`config.mk`:
```
export PLATFORM = sky130hd
export DESIGN_NAME = demux16_deser
export DESIGN_NICKNAME = d
export VERILOG_FILES = /design/src/rtl/demux16_deser.sv
export SDC_FILE = /design/constraint.sdc
export NUM_CORES = 1
export LEC_CHECK = 0
export CAP_MARGIN = 10
export CORE_MARGIN = 8
export CORE_UTILIZATION = 52
export DETAILED_ROUTE_END_ITERATION = 10
export GPL_TIMING_DRIVEN = 0
export PLACE_DENSITY = 0.86
export SETUP_SLACK_MARGIN = 0.5
export SLEW_MARGIN = 30
export SYNTH_ARGS = -nofsm -noshare
export SYNTH_HDL_FRONTEND = slang
export SYNTH_SLANG_ARGS = --single-unit
```
`constraint.sdc`:
```
create_clock -name clk -period 3.6 [get_ports clk]
set_input_delay 0.9 -clock clk [delete_from_list [all_inputs] [get_ports clk]]
set_output_delay 0.9 -clock clk [all_outputs]
set_load 0.01 [all_outputs]
```
`src/rtl/demux16_deser.sv`:
```
// ---------------------------------------------------------------------------
// demux16_deser
//
// Receive-side 1:16 deserializer. Each accepted beat carries one bit together
// with the lane it belongs to. The bit is written into that lane of a 16-bit
// capture register. Once all 16 lanes of a frame have been written, the
// reassembled word is offered on a valid/ready output port.
//
// Parameters:
//   CLEAR_ON_DRAIN  1: capture register zeroed when a word is drained
//                   0: capture register keeps old bits until overwritten
//
// Optional feature (compile-time macro):
//   DEMUX16_ORDER_CHECK_EN  When defined, lanes must arrive in order 0..15.
//                           An out-of-order beat drops the partial frame and
//                           pulses seq_err. When undefined, any lane order is
//                           accepted and seq_err is tied low.
//
// Ports:
//   clk        in   1   single clock, rising edge
//   rst        in   1   synchronous active-high reset
//   in_valid   in   1   input beat present
//   in_bit     in   1   serial data bit
//   in_sel     in   4   destination lane 0..15
//   in_ready   out  1   block can accept a beat (registered)
//   out_valid  out  1   out_data holds a complete word (registered)
//   out_data   out  16  capture register; bit k came from in_sel==k
//   out_ready  in   1   downstream accepts the word
//   lane_mask  out  16  lanes written in the current frame
//   dup_err    out  1   one-cycle pulse: lane written twice in one frame
//   seq_err    out  1   one-cycle pulse: out-of-order lane (order check only)
// ---------------------------------------------------------------------------
`timescale 1ns/1ps

module demux16_deser #(
  parameter int unsigned CLEAR_ON_DRAIN = 1
) (
  input  logic        clk,
  input  logic        rst,
  input  logic        in_valid,
  input  logic        in_bit,
  input  logic [3:0]  in_sel,
  output logic        in_ready,
  output logic        out_valid,
  output logic [15:0] out_data,
  input  logic        out_ready,
  output logic [15:0] lane_mask,
  output logic        dup_err,
  output logic        seq_err
);

  localparam logic [0:0] ST_COLLECT = 1'b0;
  localparam logic [0:0] ST_HOLD    = 1'b1;

  logic [0:0]  state_reg, state_next;
  logic [15:0] data_reg, data_next;
  logic [15:0] mask_reg, mask_next;
  logic        in_ready_reg;
  logic        out_valid_reg;
  logic        dup_err_reg, dup_err_next;
  logic        accept;
  logic [15:0] sel_onehot;
  logic [15:0] bit_onehot;

  // One-hot decode of the destination lane, and the same decode qualified
  // with the incoming bit, so capture becomes a pure bitwise merge.
  genvar gi;
  generate
    for (gi = 0; gi < 16; gi = gi + 1) begin : g_lane_dec
      assign sel_onehot[gi] = (in_sel == gi[3:0]);
      assign bit_onehot[gi] = (in_sel == gi[3:0]) & in_bit;
    end
  endgenerate

  // in_ready_reg is only ever high in COLLECT, so it alone qualifies accept.
  assign accept = in_valid & in_ready_reg;

`ifdef DEMUX16_ORDER_CHECK_EN
  logic [3:0] exp_reg, exp_next;
  logic       seq_err_reg, seq_err_next;
`endif

  always_comb begin
    state_next   = state_reg;
    data_next    = data_reg;
    mask_next    = mask_reg;
    dup_err_next = 1'b0;
`ifdef DEMUX16_ORDER_CHECK_EN
    exp_next     = exp_reg;
    seq_err_next = 1'b0;
`endif
    case (state_reg)
      ST_COLLECT: begin
        if (accept) begin
`ifdef DEMUX16_ORDER_CHECK_EN
          if (in_sel == exp_reg) begin
            data_next    = (data_reg & ~sel_onehot) | bit_onehot;
            mask_next    = mask_reg | sel_onehot;
            dup_err_next = |(mask_reg & sel_onehot);
            // 15 -> 0 wrap coincides with word completion.
            exp_next     = exp_reg + 4'd1;
          end else begin
            // Partial frame is dropped. A lane-0 beat doubles as the start
            // of a fresh frame instead of being thrown away.
            seq_err_next = 1'b1;
            if (in_sel == 4'd0) begin
              data_next = {15'h0000, in_bit};
              mask_next = 16'h0001;
              exp_next  = 4'd1;
            end else begin
              data_next = 16'h0000;
              mask_next = 16'h0000;
              exp_next  = 4'd0;
            end
          end
`else
          // Last write wins on a repeated lane; the mask bit is already set.
          data_next    = (data_reg & ~sel_onehot) | bit_onehot;
          mask_next    = mask_reg | sel_onehot;
          dup_err_next = |(mask_reg & sel_onehot);
`endif
          if (&mask_next) begin
            state_next = ST_HOLD;
          end
        end
      end
      ST_HOLD: begin
        if (out_ready) begin
          mask_next  = 16'h0000;
          state_next = ST_COLLECT;
          if (CLEAR_ON_DRAIN != 0) begin
            data_next = 16'h0000;
          end
        end
      end
      default: begin
        state_next = ST_COLLECT;
      end
    endcase
  end

  // Handshake outputs are registered decodes of the next state, so there is
  // no combinational path from in_valid/out_ready to in_ready/out_valid.
  // in_ready stays low on the reset edge and rises on the first free edge.
  always_ff @(posedge clk) begin
    if (rst) begin
      state_reg     <= ST_COLLECT;
      data_reg      <= 16'h0000;
      mask_reg      <= 16'h0000;
      in_ready_reg  <= 1'b0;
      out_valid_reg <= 1'b0;
      dup_err_reg   <= 1'b0;
    end else begin
      state_reg     <= state_next;
      data_reg      <= data_next;
      mask_reg      <= mask_next;
      in_ready_reg  <= (state_next == ST_COLLECT);
      out_valid_reg <= (state_next == ST_HOLD);
      dup_err_reg   <= dup_err_next;
    end
  end

`ifdef DEMUX16_ORDER_CHECK_EN
  always_ff @(posedge clk) begin
    if (rst) begin
      exp_reg     <= 4'd0;
      seq_err_reg <= 1'b0;
    end else begin
      exp_reg     <= exp_next;
      seq_err_reg <= seq_err_next;
    end
  end
  assign seq_err = seq_err_reg;
`else
  assign seq_err = 1'b0;
`endif

  assign in_ready  = in_ready_reg;
  assign out_valid = out_valid_reg;
  assign out_data  = data_reg;
  assign lane_mask = mask_reg;
  assign dup_err   = dup_err_reg;

endmodule

```
==> results by group <==
Run status
  • Outcome: complete, no violations

Routing
  • Number of remaining DRC errors: 0
  • Antenna Nets Post-Route: 0
  • Via density: 5.725
  • Number of DRC markers in iteration 0: 177
  • Final WL: roughly 5000 microns
  • Pre-antenna DRT Iters: 4
  • WL/cell: 15.72 microns
  • Via Count: 1769

Synth
  • #FFs+latches synth: 35
  • Mapped Area: 1728 sq um
  • Mean Syn Cell Area: 8.074 sq um
  • Yosys warning total: 0
  • Post-synthesis sequential area ratio: 0.4055
  • Post-Synthesis Net Count: 223
  • Cell taking the most area after synthesis: dfxtp_1
  • Post-synth top area share: 0.4055
  • Post-synthesis cell count: 214
  • Yosys cell types: 38
  • Synth top area cells: dfxtp_1 41%, nor2_1 7.8%, a21oi_1 7.0%

Clock tree
  • Max clock buf depth: 2
  • TritonCTS clock tree: done
  • Hold-fix buffers, CTS: 0
  • CTS H-tree depth: 2
  • CTS root buffer: clkbuf_4
  • Number of CTS-inserted buffers: 5
  • CTS resizes: 0
  • Clock transition at path regs: 110 ps
  • Post-CTS Setup Repair Bufs: 0
  • CTS sink cnt: 35
  • Clock latency on the worst-skew pair: 350 ps

Power and ir drop
  • P_sw: 0.1860 mW
  • Clock share of power: 0.306
  • Int Pwr: around 0.50 mW
  • VDD IR max: 231.3 uV
  • PD cells: between 300 and 400 nW/um^2
  • Register share of total power: 0.574
  • Pleak: approximately 0.77 nW
  • Sw Ratio: 0.2721
  • Combinational Power Share: 0.120

Floorplanning
  • # IOs: 45
  • Die Footprint: 5424 sq um
  • Initial Util: 0.5303
  • DIE WIDTH: 73.65 microns
  • Row count: 21
  • Core area: ~3300 sq um
  • Die H: about 74 microns

Job
  • Max Cap Violations: 0

Worst hold path
  • Worst Hold Path Cells: 2
  • Critical hold path startpoint: out_data[5]
  • WHS Endpoint: out_data[5]
  • HP Class: register to register

Critical path
  • R2r worst-path depth: 5
  • Critical path startpoint: in_sel[1]
  • Crit path required time: approximately 4000 ps
  • Worst Path Max Fanout: 10
  • R2r setup slk: around 1700 ps
  • WP data arrival: 3090 ps
  • Worst reg2reg path endpoint: lane_mask[15]
  • Worst r2r src: out_valid
  • Worst setup path class: primary input to register
  • Critical path startpoint category: primary input
  • Critical Path End Type: register

Cells and area
  • Layout net count: 271
  • Post-Layout Cell Count: 309
  • Antenna diode count: 0
  • Ratio of cells with drive above 1 in the final layout: 0.07985
  • Area grow syn2layout: 29.98%

STA
  • Top achievable clock speed: 358.9 MHz
  • Hold Violations, Final: 0
  • Fin crit period: 2787 ps
  • Post-route clock period utilization: 0.7741
  • Slew @ Worst Pin: 725.0 ps
  • RSZ-0062 raised after global routing: no
  • Max-slew violations: 0
  • Final setup TNS: 0 ps
  • Fin worst setup slack: roughly 810 ps
  • Hold WS: 460.2 ps
  • Relative slew slack: 0.5099
  • Endpoints failing setup: 0
  • Fin Clk Skew: approximately 8.8 ps

GRT
  • Number of global-route vias before repair: 1649
  • Total grt overflow: 0
  • First-pass GRT wire length: 8031 microns
  • Largest net degree at the start of global routing: 11
  • Overall routing resource usage: 0.1907
  • Initial antenna violation count: 0

Placement
  • Number of port buffers: 41
  • DP Cell Count: about 300
  • Final GP Congestion: 0.8592
  • Post-DP HPWL: 3587 microns
  • Place WS: 462.1 ps
worst max-delay path, stage by stage:
cell,delay [ps]
clkdlybuf4s50_1,440
buf_4,190
nor4b_1,620
o21ai_0,150
a221oi_1,410
a32o_1,260
and2b_1,120
cell usage in the layout, fill, tap and decap left out, types with 2 or more instances in the layout:
| cell type | n |
|---|---|
| nor3_1 | 3 |
| nor4b_4 | 2 |
| a21oi_1 | 24 |
| inv_1 | 4 |
| clkdlybuf4s50_1 | 41 |
| and4bb_1 | 4 |
| nand3_1 | 7 |
| nor3b_2 | 2 |
| buf_6 | 2 |
| dfxtp_1 | 35 |
| o21ai_0 | 19 |
| buf_2 | 4 |
| mux2i_1 | 4 |
| a22oi_1 | 11 |
| clkbuf_4 | 5 |
| nand2_1 | 22 |
| clkbuf_1 | 10 |
| buf_4 | 3 |
| nor2_1 | 36 |
| nand2b_1 | 3 |
| o22ai_1 | 2 |
metrics by stage:
stage	total power, mW	utilization	area [sq um]
finish	0.6835	0.6893	2246
global route	0.7068	0.6893	2246
CTS	0.6803	0.6893	2246
detailed placement	0.4815	0.6740	2196
global placement	0.4799	0.6740	2196
floorplan	0.4529	-	1728
routing by layer:
metal,GRT usage,up-vias,share of wire
met4,0.08869,0,0.016
met5,0,-,0
li1,-,854,-
met3,0.04093,10,0.089
met1,0.2303,822,0.43
met2,0.3120,83,0.47
cell type report:
cell class	count	area, sq um
Inverter	4	15.01
Clock inverter	1	5.005
Fill cell	310	1012
Sequential cell	35	700.7
Tap cell	46	57.56
Buffer	17	95.09
Multi-Input combinational cell	158	917.1
Timing Repair Buffer	41	410.4
Clock buffer	7	45.04
power by group through the flow:
stage          sequential, mW  combinational, mW  clock, mW
2_1_floorplan           0.402             0.0505          0
3_3_place_gp            0.401             0.0786          0
3_5_place_dp            0.401             0.0800          0
4_1_cts                 0.392             0.0803      0.207
5_1_grt                 0.393             0.0892      0.225
6_report                0.393             0.0819      0.209
logic make-up (layout without fill, tap and decap cells):
logic type,Yosys count,in the layout,synth area share
AND/OR/NAND/NOR,87,87,0.2759
AO/OA/AOI/OAI,66,66,0.2295
flip-flops,35,35,0.4055
buffers and inverters,21,70,0.06372
multiplexers,4,4,0.02317
other,1,1,0.002170
Yosys cell counts:
| library cell | instances |
|---|---|
| nor3_1 | 3 |
| inv_1 | 4 |
| conb_1 | 1 |
| o22ai_1 | 2 |
| o21a_1 | 1 |
| nor4_1 | 1 |
| a221oi_1 | 1 |
| nand3b_1 | 1 |
| a32o_1 | 1 |
| buf_4 | 3 |
| a22o_1 | 1 |
| buf_2 | 4 |
| nor2_1 | 36 |
| dfxtp_1 | 35 |
| clkbuf_1 | 8 |
| and3_1 | 1 |
| or4bb_1 | 1 |
| nor3b_1 | 1 |
| nand3_1 | 7 |
| and2b_1 | 1 |
| nor4b_1 | 1 |
| nand2b_1 | 3 |
| nor4b_4 | 2 |
| o21ai_0 | 19 |
| and4bb_1 | 4 |
| mux2i_1 | 4 |
| a2111oi_2 | 1 |
| nor4_2 | 1 |
| o211ai_1 | 1 |
| buf_6 | 2 |
| a22oi_1 | 11 |
| o21ai_1 | 1 |
| o32a_1 | 1 |
| a31oi_1 | 1 |
| nand2_1 | 22 |
| a21boi_0 | 1 |
| a21oi_1 | 24 |
| nor3b_2 | 2 |
worst max path at each step:
stage                     end  slack [ps]  depth (start not counted)
floorplan           out_valid        1320                          7
global placement     in_ready         420                          7
detailed placement  out_valid         460                          7
CTS                 out_valid         820                          7
global route         in_ready         630                          7
finish              out_valid         810                          7
No activity file was read; power rests on OpenSTA's default activity.
